$ cat src/rtl/pong_gfx_pkg.sv
// Shared definitions for the pong graphics pipeline: screen geometry, colour width,
// pixel-sink state encoding and the framebuffer address helper.
package pong_gfx_pkg;
   localparam int SCREEN_W_DEF = 160;
   localparam int SCREEN_H_DEF = 120;
   localparam int ADDR_W_DEF   = 15;
   localparam int COLOUR_W     = 3;

   typedef enum logic [1:0] {
      S_IDLE  = 2'd0,
      S_DRAIN = 2'd1,
      S_CLEAR = 2'd2
   } sink_state_e;

   // Linear address y*screen_w + x; the 160-wide screen uses y*128 + y*32 instead of a multiplier.
   function automatic logic [31:0] fb_addr(input logic [7:0] x, input logic [6:0] y,
                                           input int screen_w);
      logic [31:0] yy;
      yy = {25'd0, y};
      if (screen_w == 160) begin
         return (yy << 5'd7) + (yy << 5'd5) + {24'd0, x};
      end else begin
         return yy * screen_w + {24'd0, x};
      end
   endfunction
endpackage

$ cat src/rtl/vga_pixel_sink_if.sv
// Framebuffer write port: valid/ready handshake carrying a linear address and a colour.
interface vga_pixel_sink_if #(
   parameter int ADDR_W = pong_gfx_pkg::ADDR_W_DEF
) ();
   logic                              mem_valid;
   logic                              mem_ready;
   logic [ADDR_W-1:0]                 mem_addr;
   logic [pong_gfx_pkg::COLOUR_W-1:0] mem_data;

   modport master (output mem_valid, output mem_addr, output mem_data, input mem_ready);
   modport slave  (input mem_valid, input mem_addr, input mem_data, output mem_ready);
endinterface

$ cat src/rtl/vga_pixel_sink_pixel_fifo.sv
// pixel_fifo: synchronous FIFO with first-word fall-through head; a push into a full
// FIFO is accepted only when a pop happens in the same cycle.
module pixel_fifo #(
   parameter int WIDTH = 18,
   parameter int DEPTH = 4
) (
   input  logic                   clock,
   input  logic                   reset_n,
   input  logic                   push_i,
   input  logic                   pop_i,
   input  logic [WIDTH-1:0]       wdata_i,
   output logic [WIDTH-1:0]       rdata_o,
   output logic                   full_o,
   output logic                   empty_o,
   output logic [$clog2(DEPTH):0] count_o
);
   localparam int PTR_W = $clog2(DEPTH);

   logic [WIDTH-1:0] mem_q [DEPTH];
   logic [PTR_W-1:0] rd_ptr_q, rd_ptr_d;
   logic [PTR_W-1:0] wr_ptr_q, wr_ptr_d;
   logic [PTR_W:0]   count_q, count_d;
   logic             push_ok_s, pop_ok_s;

   // Next pointers and occupancy; pointers wrap naturally because DEPTH is a power of 2.
   always_comb begin
      pop_ok_s  = pop_i && (count_q != {(PTR_W+1){1'b0}});
      push_ok_s = push_i && (!full_o || pop_ok_s);
      rd_ptr_d  = rd_ptr_q + PTR_W'(pop_ok_s);
      wr_ptr_d  = wr_ptr_q + PTR_W'(push_ok_s);
      count_d   = count_q + (PTR_W+1)'(push_ok_s) - (PTR_W+1)'(pop_ok_s);
   end

   // Pointer and occupancy registers.
   always_ff @(posedge clock) begin
      if (!reset_n) begin
         rd_ptr_q <= {PTR_W{1'b0}};
         wr_ptr_q <= {PTR_W{1'b0}};
         count_q  <= {(PTR_W+1){1'b0}};
      end else begin
         rd_ptr_q <= rd_ptr_d;
         wr_ptr_q <= wr_ptr_d;
         count_q  <= count_d;
      end
   end

   // Storage array; contents need no reset since occupancy gates every read.
   always_ff @(posedge clock) begin
      if (push_ok_s) begin
         mem_q[wr_ptr_q] <= wdata_i;
      end
   end

   assign rdata_o = mem_q[rd_ptr_q];
   assign full_o  = (count_q == (PTR_W+1)'(DEPTH));
   assign empty_o = (count_q == {(PTR_W+1){1'b0}});
   assign count_o = count_q;
endmodule

$ cat src/rtl/vga_pixel_sink.sv
// vga_pixel_sink: turns the plot/x/y/colour stream into framebuffer writes, with FIFO
// buffering, out-of-range drop and ordered full-screen clear. VGA_PIXEL_SINK_STATS_EN adds drop counters.
module vga_pixel_sink
   import pong_gfx_pkg::*;
#(
   parameter int SCREEN_W   = SCREEN_W_DEF,
   parameter int SCREEN_H   = SCREEN_H_DEF,
   parameter int FIFO_DEPTH = 4,
   parameter int ADDR_W     = ADDR_W_DEF
) (
   input  logic                clock,
   input  logic                reset_n,
   input  logic                plot,
   input  logic [7:0]          vga_x,
   input  logic [6:0]          vga_y,
   input  logic [COLOUR_W-1:0] colour,
   input  logic                clear_req,
   input  logic [COLOUR_W-1:0] clear_colour,
   vga_pixel_sink_if.master    mem,
   output logic                busy,
   output logic                overflow,
   output logic                oob_drop
`ifdef VGA_PIXEL_SINK_STATS_EN
   ,
   output logic [15:0]         drop_count,
   output logic [15:0]         oob_count
`endif
);
   localparam int FIFO_W = ADDR_W + COLOUR_W;
   localparam int CNT_W  = $clog2(FIFO_DEPTH) + 1;
   localparam logic [ADDR_W-1:0] LAST_ADDR = ADDR_W'(SCREEN_W * SCREEN_H - 32'sd1);

   sink_state_e         state_q;
   logic                mem_valid_q, pending_q, pending_d, busy_q, overflow_q, oob_drop_q;
   logic [ADDR_W-1:0]   cnt_q;
   logic [COLOUR_W-1:0] clr_colour_q;

   logic                in_range_s, push_req_s, push_ok_s, pop_s, drop_s;
   logic                last_pop_s, clear_done_s;
   logic [ADDR_W-1:0]   pix_addr_s;
   logic [FIFO_W-1:0]   head_s;
   logic                fifo_full_s, fifo_empty_s;
   logic [CNT_W-1:0]    fifo_count_s, count_next_s;

   pixel_fifo #(
      .WIDTH (FIFO_W),
      .DEPTH (FIFO_DEPTH)
   ) u_fifo (
      .clock   (clock),
      .reset_n (reset_n),
      .push_i  (push_ok_s),
      .pop_i   (pop_s),
      .wdata_i ({pix_addr_s, colour}),
      .rdata_o (head_s),
      .full_o  (fifo_full_s),
      .empty_o (fifo_empty_s),
      .count_o (fifo_count_s)
   );

   // Ingress classification, FIFO traffic and clear bookkeeping for this cycle.
   always_comb begin
      in_range_s   = ({24'd0, vga_x} < 32'(SCREEN_W)) && ({25'd0, vga_y} < 32'(SCREEN_H));
      pix_addr_s   = ADDR_W'(fb_addr(vga_x, vga_y, SCREEN_W));
      push_req_s   = plot && in_range_s;
      pop_s        = (state_q == S_DRAIN) && mem.mem_ready;
      drop_s       = push_req_s && fifo_full_s && !pop_s;
      push_ok_s    = push_req_s && !drop_s;
      count_next_s = fifo_count_s + CNT_W'(push_ok_s) - CNT_W'(pop_s);
      last_pop_s   = pop_s && (count_next_s == {CNT_W{1'b0}});
      clear_done_s = (state_q == S_CLEAR) && mem.mem_ready && (cnt_q == LAST_ADDR);
      if (clear_done_s) begin
         pending_d = 1'b0;
      end else if (clear_req) begin
         pending_d = 1'b1;
      end else begin
         pending_d = pending_q;
      end
   end

   // Write port mux: clear counter while clearing, FIFO head while draining, zero when idle.
   always_comb begin
      mem.mem_valid = mem_valid_q;
      if (state_q == S_CLEAR) begin
         mem.mem_addr = cnt_q;
         mem.mem_data = clr_colour_q;
      end else if (state_q == S_DRAIN) begin
         mem.mem_addr = head_s[FIFO_W-1:COLOUR_W];
         mem.mem_data = head_s[COLOUR_W-1:0];
      end else begin
         mem.mem_addr = {ADDR_W{1'b0}};
         mem.mem_data = {COLOUR_W{1'b0}};
      end
   end

   // Control FSM; pending stays set for the whole clear, so it also covers S_CLEAR in busy.
   always_ff @(posedge clock) begin
      if (!reset_n) begin
         state_q      <= S_IDLE;
         mem_valid_q  <= 1'b0;
         cnt_q        <= {ADDR_W{1'b0}};
         clr_colour_q <= {COLOUR_W{1'b0}};
         pending_q    <= 1'b0;
         busy_q       <= 1'b0;
         overflow_q   <= 1'b0;
         oob_drop_q   <= 1'b0;
      end else begin
         pending_q  <= pending_d;
         busy_q     <= (count_next_s != {CNT_W{1'b0}}) || pending_d;
         overflow_q <= overflow_q || drop_s;
         oob_drop_q <= plot && !in_range_s;
         case (state_q)
            S_IDLE: begin
               if (!fifo_empty_s) begin
                  state_q     <= S_DRAIN;
                  mem_valid_q <= 1'b1;
               end else if (pending_q) begin
                  state_q      <= S_CLEAR;
                  mem_valid_q  <= 1'b1;
                  cnt_q        <= {ADDR_W{1'b0}};
                  clr_colour_q <= clear_colour;
               end
            end
            S_DRAIN: begin
               if (last_pop_s) begin
                  state_q     <= S_IDLE;
                  mem_valid_q <= 1'b0;
               end
            end
            S_CLEAR: begin
               if (clear_done_s) begin
                  state_q     <= S_IDLE;
                  mem_valid_q <= 1'b0;
               end else if (mem.mem_ready) begin
                  cnt_q <= cnt_q + {{(ADDR_W-1){1'b0}}, 1'b1};
               end
            end
            default: begin
               state_q     <= S_IDLE;
               mem_valid_q <= 1'b0;
            end
         endcase
      end
   end

   assign busy     = busy_q;
   assign overflow = overflow_q;
   assign oob_drop = oob_drop_q;

`ifdef VGA_PIXEL_SINK_STATS_EN
   logic [15:0] drop_count_q, oob_count_q;

   // Saturating counters of FIFO-full and out-of-range losses.
   always_ff @(posedge clock) begin
      if (!reset_n) begin
         drop_count_q <= 16'd0;
         oob_count_q  <= 16'd0;
      end else begin
         if (drop_s && (drop_count_q != 16'hFFFF)) begin
            drop_count_q <= drop_count_q + 16'd1;
         end
         if (plot && !in_range_s && (oob_count_q != 16'hFFFF)) begin
            oob_count_q <= oob_count_q + 16'd1;
         end
      end
   end

   assign drop_count = drop_count_q;
   assign oob_count  = oob_count_q;
`endif
endmodule

$ cat src/flat_wrapper.sv
// flat-port wrapper written by rule: the top's interface ports become plain ports
module vga_pixel_sink_flat import pong_gfx_pkg::*;
#(
   parameter int SCREEN_W   = SCREEN_W_DEF,
   parameter int SCREEN_H   = SCREEN_H_DEF,
   parameter int FIFO_DEPTH = 4,
   parameter int ADDR_W     = ADDR_W_DEF
)
  (clock, reset_n, plot, vga_x, vga_y, colour, clear_req, clear_colour, busy, overflow, oob_drop, mem_mem_valid, mem_mem_addr, mem_mem_data, mem_mem_ready);
  vga_pixel_sink_if #(.ADDR_W(ADDR_W)) mem_i ();
  input  logic clock;
  input  logic reset_n;
  input  logic plot;
  input  logic [7:0] vga_x;
  input  logic [6:0] vga_y;
  input  logic [COLOUR_W-1:0] colour;
  input  logic clear_req;
  input  logic [COLOUR_W-1:0] clear_colour;
  output logic busy;
  output logic overflow;
  output logic oob_drop;
  output wire logic [$bits(mem_i.mem_valid)-1:0] mem_mem_valid;
  output wire logic [$bits(mem_i.mem_addr)-1:0] mem_mem_addr;
  output wire logic [$bits(mem_i.mem_data)-1:0] mem_mem_data;
  input wire logic [$bits(mem_i.mem_ready)-1:0] mem_mem_ready;
  assign mem_mem_valid = mem_i.mem_valid;
  assign mem_mem_addr = mem_i.mem_addr;
  assign mem_mem_data = mem_i.mem_data;
  assign mem_i.mem_ready = mem_mem_ready;
  vga_pixel_sink #(.SCREEN_W(SCREEN_W), .SCREEN_H(SCREEN_H), .FIFO_DEPTH(FIFO_DEPTH), .ADDR_W(ADDR_W)) u_core (.clock(clock), .reset_n(reset_n), .plot(plot), .vga_x(vga_x), .vga_y(vga_y), .colour(colour), .clear_req(clear_req), .clear_colour(clear_colour), .mem(mem_i), .busy(busy), .overflow(overflow), .oob_drop(oob_drop));
endmodule
$ cat config.mk
export PLATFORM = sky130hd
export DESIGN_NAME = vga_pixel_sink_flat
export DESIGN_NICKNAME = d
export VERILOG_FILES = /design/src/rtl/pong_gfx_pkg.sv /design/src/rtl/vga_pixel_sink_if.sv /design/src/rtl/vga_pixel_sink_pixel_fifo.sv /design/src/rtl/vga_pixel_sink.sv /design/src/flat_wrapper.sv
export SDC_FILE = /design/constraint.sdc
export NUM_CORES = 1
export LEC_CHECK = 0
export BUFFER_PORTS_ARGS = -buffer_cell sky130_fd_sc_hd__buf_2
export CAP_MARGIN = 20
export CORE_AREA = 2 2 141 143
export DETAILED_ROUTE_END_ITERATION = 10
export DIE_AREA = 0 0 143 145
export SETUP_SLACK_MARGIN = 0.02
export SYNTH_ARGS = -nofsm -noshare
export SYNTH_HDL_FRONTEND = slang
export SYNTH_SLANG_ARGS = --single-unit
export TNS_END_PERCENT = 5
$ cat constraint.sdc
create_clock -name clock -period 2.85 [get_ports clock]
set_input_delay 0.4275 -clock clock [delete_from_list [all_inputs] [get_ports clock]]
set_output_delay 0.4275 -clock clock [all_outputs]
set_load 0.02 [all_outputs]
======== Word-level counts from Yosys, hierarchy flattened ========
Memory sizes are Yosys's and may differ from the RTL's. A register that Yosys moved wholly into a read port is not among the register bits.
Index checks and enable logic that the tools add are counted.
storage, ports and cells
  register bits ........................... 32
  latch bits .............................. 0
  bits in writable memories ............... 72
  ROM bits ................................ 0
  input bits .............................. 26
  output and inout bits ................... 22
  word-level logic and storage cells ...... 86
  memories kept ........................... 1
memory list
  name                 words  width  read ports  clocked after memory_dff  write ports  line                             RTL
  u_core.u_fifo.mem_q  4      18     1           1                         1            vga_pixel_sink_pixel_fifo.sv:19  logic [WIDTH-1:0] mem_q [DEPTH];
operators by class
  add/subtract/negate cells ............... 9
  multiply operators ...................... 0
  div/mod/pow operators ................... 0
  magnitude comparators ................... 2
  equality and inequality tests ........... 11
  shift operators ......................... 0
  multiplexer cells ....................... 24
  bitwise logic cells ..................... 0
  reductions and logical operators ........ 28
operators with widths
  operator                 number
  $mux W15                 6
  $pmux W15 S2             1
  $add A14 B12 Y15         1
  $add A15 B1 Y15 const B  1
  $add A15 B8 Y15          1
  $eq A15 B15 Y1 const B   1
  $logic_and A1 B1 Y1      12
  $mux W2                  5
  $lt A8 B8 Y1 const B     1
  $mux W1                  8
  $ne A2 B1 Y1 const B     4
  $lt A7 B7 Y1 const B     1
  $add A3 B1 Y3            2
  $logic_not A3 Y1         2
  $mux W3                  2
  $pmux W2 S3              1
  $reduce_and A3 Y1        2
  $reduce_bool A3 Y1       2
  $sub A3 B1 Y3            2
  $reduce_and A5 Y1        1
  $add A2 B1 Y2            2
  $logic_not A1 Y1         4
  $ne A2 B2 Y1 const B     2
  $eq A3 B3 Y1 const B     1
  7 further kinds          9

======== Logic depth before layout (Yosys ltp) ========
  depth in word-level cells ............... 13
  mapped depth ............................ 12
  gate-level depth less buffers ........... 11

======== Hierarchy ========
A second synthesis with hierarchy kept.
unflattened totals
  cell total of the unflattened synthesis .. 354
  area, all modules ....................... 4879.7 um^2
modules (own cells, without submodules)
  module          times used  cells each  area an instance (um^2)  sequential area each (um^2)
  pixel_fifo      1           132         3004.1                   2302.2
  vga_pixel_sink  1           222         1875.5                   500.5

======== Least setup slack after synthesis ========
OpenSTA, ideal clock, no wires.
  kind .................................... register to register
  from .................................... register u_core.state_q[0]
  to ...................................... memory u_core.u_fifo.mem_q[0][0] (enable)
  setup time .............................. 416 ps
  arrival ................................. 2388 ps
  required time ........................... 2434 ps
  setup slack ............................. 47 ps
  stages on the path, launching flop included .. 7
  path buffers ............................ 1
  period minus slack after synthesis ...... 2803 ps
  cells stage by stage .................... dfxtp_1 > nor2b_1 > clkbuf_1 > nand2_1 > nand3_1 > nand2b_1 > nor3_1
on the way
  longest elaborated chain between the ends .. 9
  elaborated cells on any way between the ends .. 11
  those cells by class .................... eq/ne: 1; mux: 2; reduce/logical: 8
RTL lines
  element                            line                             RTL
  start, declared                    vga_pixel_sink.sv:33             sink_state_e state_q;
  start signal, assigned             vga_pixel_sink.sv:98             state_q <= S_IDLE;
  start signal, assigned             vga_pixel_sink.sv:114            state_q <= S_DRAIN;
  start signal, assigned             vga_pixel_sink.sv:117            state_q <= S_CLEAR;
  $eq A2 B1 Y1 (*)                   vga_pixel_sink.sv:65             pop_s = (state_q == S_DRAIN) && mem.mem_ready;
  $logic_and A1 B1 Y1 (*)            vga_pixel_sink.sv:65
  $logic_not A1 Y1                   vga_pixel_sink.sv:66             drop_s = push_req_s && fifo_full_s && !pop_s;
  $logic_and A1 B1 Y1                vga_pixel_sink.sv:66
  $logic_not A1 Y1                   vga_pixel_sink.sv:67             push_ok_s = push_req_s && !drop_s;
  $logic_and A1 B1 Y1                vga_pixel_sink.sv:67
  $logic_and A1 B1 Y1 (*)            vga_pixel_sink_pixel_fifo.sv:28  push_ok_s = push_i && (!full_o || pop_ok_s);
  $mux W1 (*)                        vga_pixel_sink_pixel_fifo.sv:49  if (push_ok_s) begin
  $mux W1 (implied by the code) (*)  vga_pixel_sink_pixel_fifo.sv:50  mem_q[wr_ptr_q] <= wdata_i;
  end, declared                      vga_pixel_sink_pixel_fifo.sv:19
Mark *: on every way between the ends. The rest lies on a longest branch, timed or not.

======== Worst setup path in the final report ========
  from .................................... register u_core.state_q[0]
  to ...................................... register u_core.mem_valid_q, in the netlist u_core.mem.mem_valid
on the way
  longest elaborated chain between the ends .. 12
  elaborated cells on any way between the ends .. 19
  those cells by class .................... add/sub: 2; eq/ne: 5; mux: 1; reduce/logical: 11
RTL lines
  element                             line                                         RTL
  $eq A2 B1 Y1                        vga_pixel_sink.sv:65, vga_pixel_sink.sv:111
  $logic_and A1 B1 Y1                 vga_pixel_sink.sv:65
  $logic_not A1 Y1                    vga_pixel_sink.sv:66
  $logic_and A1 B1 Y1                 vga_pixel_sink.sv:66
  $logic_not A1 Y1                    vga_pixel_sink.sv:67
  $logic_and A1 B1 Y1                 vga_pixel_sink.sv:67
  $add A3 B1 Y3                       vga_pixel_sink.sv:68                         count_next_s = fifo_count_s + CNT_W'(push_ok_s) - CNT_W'(pop_s);
  $sub A3 B1 Y3                       vga_pixel_sink.sv:68
  $logic_not A3 Y1                    vga_pixel_sink.sv:69                         last_pop_s = pop_s && (count_next_s == {CNT_W{1'b0}});
  $logic_and A1 B1 Y1                 vga_pixel_sink.sv:69
  $ne A2 B1 Y1 (no source line)       --
  $reduce_and A3 Y1 (no source line)  --
  end signal, assigned                vga_pixel_sink.sv:99                         mem_valid_q <= 1'b0;
  end signal, assigned                vga_pixel_sink.sv:115                        mem_valid_q <= 1'b1;
  end signal, assigned                vga_pixel_sink.sv:118                        mem_valid_q <= 1'b1;
  end, declared                       vga_pixel_sink.sv:34                         logic mem_valid_q, pending_q, pending_d, busy_q, overflow_q, oob_drop_q;
Parallel ways exist; a longest one is shown, timed or not.
A chain may end at the register's enable or synchronous reset.

==> impl_summary.md <==
Synthesis
Synthesis produced 351 cells. Counting flops with a built-in enable in the synthesized netlist gives 72. The synthesized netlist occupies a cell area of 0.00474 mm².

The synthesized design contains 104 register bits. The most used flip-flop cell after synthesis is sky130_fd_sc_hd__edfxtp_1. The yosys synthesis warning count is 0. The sequential-to-total area share from yosys stat is 59.1%. The proportion of synthesized flip-flops having asynchronous set or reset is 0%.

The distinct cell type count of the synthesized netlist is 45. The mean instance size in the synthesized netlist is 13.5 µm². The number of nets in the synthesized netlist is 401.

Worst setup path
STA puts the critical path data required time at 3090 ps. The startpoint-to-endpoint class of the critical path is reg2reg. The combined buffer and inverter count along the critical path is 1. The critical path starts at u_core.state_q[0]$_SDFFE_PN0P_. Walking the worst path, the cells encountered are nor2b_2 -> nand2_1 -> nand3_1 -> nand2b_1 -> ha_1 -> inv_1 -> ha_1 -> fa_1 -> xor2_1 -> a41oi_1 -> o221a_2. On the critical path, the stage with the largest delay is an instance of sky130_fd_sc_hd__fa_1.

The cell that appears most often on the critical path is sky130_fd_sc_hd__ha_1. The endpoint type of the worst setup path is a flop. The maximum cell stage delay along the critical path is 400 ps. The family with the most delay on the worst path is adder cells.

STA classifies the critical path startpoint as a flop. The length in cells of the worst reg-to-reg path is 11. The data arrival time at the worst-slack endpoint is 2780 ps. The critical path depth is 11.

The beginning of the worst register-to-register path is u_core.state_q[0]$_SDFFE_PN0P_. The maximum fanout along the worst path is 6. The reg-to-reg setup timing slack is 310 ps.

Detailed routing
For this run, design rule violations remaining after detail routing come to 0. The number of detailed-routing iterations run before antenna repair is 4. The wire length per cell is 15.0 µm.

The final layout contains routed wiring with a total length of 10.3 mm. In this run, the number of DRC markers left after iteration 0 of detailed routing was 248. The detail route stage leaves a number of antenna-violating nets equal to 0. Dividing the detail-routed via count by the number of cells gives 4.51. The total number of vias is 3091.

Power and ir drop
The relative contribution of the clock network to total power is 30.8%. The share of total power dissipated in combinational logic is 24.1%. The worst-case IR drop observed on VDD is 0.257 mV.

The internal power contribution is 2.87 mW. The switching power share of the total is 28.6%. The switching power total is 1.15 mW. The part of the total power dissipated in sequential elements is 45.2%. The total power is 4.03 mW. For this design the ratio of total power to cell area is 705 mW/mm². For this design the static power due to leakage is 2.09 nW.

Floorplanning
From left edge to right edge, the die measures 143 µm. The total number of placement rows is 51. The starting density of the core is 24.7%. For this design the top-level I/O count stands at 48. The placeable core area is 0.0192 mm². The die is 145 µm tall. The total die area is 0.0207 mm².

STA
The maximum frequency from static timing analysis is 0.394 GHz. The fraction of the cycle the final worst path needs is 89.1%. The number of hold-slack violations in the final timing report is 0.

The summed negative setup slack over all endpoints is 0 ps. The number of pins exceeding their max-slew limit in the final report came to 0. The final period demand of the worst path is 2540 ps.

Setup repair after global routing left no endpoint under its margin. Setup violations remaining at the end of the flow were counted as 0. Across all setup checks in the final design, the least slack found is 310 ps. In this run the tightest slew margin relative to its limit is 66.9%. The clock arrives with 8.46 ps of skew. For the pin with the worst max-slew slack, the measured transition is 497 ps.

Clock network
After clock tree synthesis, the setup repair step added 0 buffers. The clock tree from TritonCTS is done. The number of buffers inserted by hold repair at cts is 0. The post-cts repair resize count is 0. After clock tree synthesis, the clock-pin slew on the worst setup and hold paths is 70 ps. TritonCTS created 9 clock buffers. The later pin in the worst-skew pair is clocked with a latency of 350 ps. For this design, the sink count on the clock tree is 104.

The number of H-tree branching levels is 3. The tree is rooted in a sky130_fd_sc_hd__clkbuf_16. The maximum clock insertion buffer count is 2.

Layout
Registers take 0.00280 mm². The multi-input logic area is 0.00185 mm². The area growth from synthesis to layout is 20.5%.

The ratio of cells with drive above 1 in the final layout is 25.2%. The summed area of non-filler cells in the final layout is 0.00571 mm². The count of fill cells added during filler insertion is 1952.

The number of antenna diodes is 0. After the last flow step, the layout net total stands at 466.

Placement
The half-perimeter wire length after detailed placement is 7.58 mm. Prior to clock tree synthesis, the placed netlist has a worst setup slack of -43.9 ps. Input and output buffers added on the ports amount to 47.

Routability-driven placement finished with a final weighted congestion of 0.781. The area of placed instances is 0.00541 mm².

Outcome
The flow ran to the end, and the final reports show no timing, DRC or antenna violations.

Hold path
The path category of the worst min-delay check is in2reg. In this run the most critical hold path is launched from vga_x[0]. Counting instances, the worst hold path has a depth of 1.

Global routing
Entering global routing, the biggest net connects 31 pins. Summed over all layers, the global routing overflow is 0. The total global routing track utilization is 10.2%. The first-pass GRT wire length is 16.4 mm.

The via count of the first global-routing pass is 3077. The initial antenna violation count was 0.

Job
The tool flagged a number of max-cap violations equal to 0.
## final timing paths
check	to
max reg2reg	u_core.mem.mem_valid$_SDFFE_PN0P_
min reg2reg	u_core.overflow$_SDFF_PN0_
min	u_core.u_fifo.mem_q[0][3]$_DFFE_PP_
max	u_core.mem.mem_valid$_SDFFE_PN0P_
## Yosys cell counts, drive strengths merged, types with 4 or more instances
cell     n  area (µm²)
nor2    16        60.1
o31ai    5        42.5
ha      20         250
nand3    8        40.0
mux4    18         405
and2    10        62.6
o21a     4        30.0
xnor2    5        43.8
or4      6        45.0
nand2   31         116
nor3     4        20.0
o21ai   11        55.1
dfxtp   32         641
edfxtp  72        2160
buf      4        20.0
or3      7        43.8
a21oi   16        80.1
fa       4        80.1
a22o    15         131
xor2     5        43.8
inv     11        41.3
nor2b    6        37.5
clkbuf   9        35.0
## cell usage in the layout, fill, tap and decap left out, types with 2 or more instances in the layout
| cell | instances |
|---|---|
| sky130_fd_sc_hd__a21boi_0 | 3 |
| sky130_fd_sc_hd__a21o_1 | 2 |
| sky130_fd_sc_hd__a21oi_1 | 16 |
| sky130_fd_sc_hd__a22o_1 | 15 |
| sky130_fd_sc_hd__and2_1 | 10 |
| sky130_fd_sc_hd__and3_1 | 3 |
| sky130_fd_sc_hd__buf_2 | 47 |
| sky130_fd_sc_hd__buf_4 | 20 |
| sky130_fd_sc_hd__clkbuf_1 | 2 |
| sky130_fd_sc_hd__clkbuf_16 | 9 |
| sky130_fd_sc_hd__dfxtp_1 | 31 |
| sky130_fd_sc_hd__edfxtp_1 | 72 |
| sky130_fd_sc_hd__fa_1 | 4 |
| sky130_fd_sc_hd__ha_1 | 20 |
| sky130_fd_sc_hd__inv_1 | 11 |
| sky130_fd_sc_hd__inv_6 | 2 |
| sky130_fd_sc_hd__mux2i_1 | 3 |
| sky130_fd_sc_hd__mux4_2 | 18 |
| sky130_fd_sc_hd__nand2_1 | 31 |
| sky130_fd_sc_hd__nand2b_1 | 2 |
| sky130_fd_sc_hd__nand3_1 | 8 |
| sky130_fd_sc_hd__nand4_1 | 3 |
| sky130_fd_sc_hd__nor2_1 | 16 |
| sky130_fd_sc_hd__nor2b_1 | 5 |
| sky130_fd_sc_hd__nor3_1 | 3 |
| sky130_fd_sc_hd__nor4_1 | 2 |
| sky130_fd_sc_hd__o21a_1 | 4 |
| sky130_fd_sc_hd__o21ai_0 | 11 |
| sky130_fd_sc_hd__o2bb2ai_1 | 2 |
| sky130_fd_sc_hd__o31ai_1 | 4 |
| sky130_fd_sc_hd__or3_1 | 7 |
| sky130_fd_sc_hd__or4_1 | 6 |
| sky130_fd_sc_hd__xnor2_1 | 5 |
| sky130_fd_sc_hd__xor2_1 | 5 |
## metal layers
metal / vias to the layer above / GRT usage, % / part of all wire (%)
met4: 0 / 4.46 / 2.2
met3: 16 / 1.68 / 4.3
li1: 1476 / - / -
met1: 1529 / 13.9 / 46
met5: - / 0 / 0
met2: 70 / 16.1 / 48
## logic make-up (layout without fill, tap and decap cells)
| kind of cell | Yosys count | count (layout) | synth area share [%] |
|---|---|---|---|
| DFF | 104 | 104 | 59.1 |
| xor gates and xnor gates | 10 | 10 | 1.85 |
| buffers and inverters | 24 | 94 | 2.03 |
| AOI/OAI and AO/OA | 66 | 66 | 9.82 |
| and+or+nand+nor | 102 | 102 | 11.0 |
| muxes | 21 | 21 | 9.18 |
| adders and majority gates | 24 | 24 | 6.97 |
## power groups by stage
stage / Clock [mW] / Sequential [mW] / Combinational (mW)
after floorplan: 0 / 1.86 / 0.621
after global placement: 0 / 1.85 / 0.952
after detailed placement: 0 / 1.85 / 0.976
after CTS: 1.26 / 1.82 / 0.981
after global routing: 1.32 / 1.83 / 1.08
final: 1.24 / 1.82 / 0.968
## area by class of cell
type | instances | area share, %
tap | 265 | 5.81
multi-input combinational | 223 | 32.4
clock buffer | 12 | 4.32
inverter | 11 | 0.723
sequential | 104 | 49.1
timing repair buffer | 67 | 6.75
clock inverter | 4 | 0.920
## state kept, by name, summed over array words and instances, names as in the netlist
register and flops:
u_core.busy 1, u_core.clr_colour_q 3, u_core.cnt_q 15, u_core.mem.mem_valid 1
u_core.oob_drop 1, u_core.overflow 1, u_core.pending_q 1, u_core.state_q 2
u_core.u_fifo.count_o 3, u_core.u_fifo.mem_q 72, u_core.u_fifo.rd_ptr_q 2, u_core.u_fifo.wr_ptr_q 2
## stage by stage
stage	util (%)	std cells	hold WS, ps
after floorplan	-	351	455
after global placement	28.2	670	461
after detailed placement	28.2	670	463
after CTS	29.7	686	286
after global routing	29.7	686	294
final	29.7	686	296
## worst reg2reg max path, stage by stage (launching register included)
cell and delay [ps]:
sky130_fd_sc_hd__dfxtp_2 370, sky130_fd_sc_hd__nor2b_2 170, sky130_fd_sc_hd__nand2_1 110, sky130_fd_sc_hd__nand3_1 150, sky130_fd_sc_hd__nand2b_1 70, sky130_fd_sc_hd__ha_1 270
sky130_fd_sc_hd__inv_1 40, sky130_fd_sc_hd__ha_1 210, sky130_fd_sc_hd__fa_1 400, sky130_fd_sc_hd__xor2_1 200, sky130_fd_sc_hd__a41oi_1 160, sky130_fd_sc_hd__o221a_2 280
Note: power is estimated with default switching activity, not from simulation.
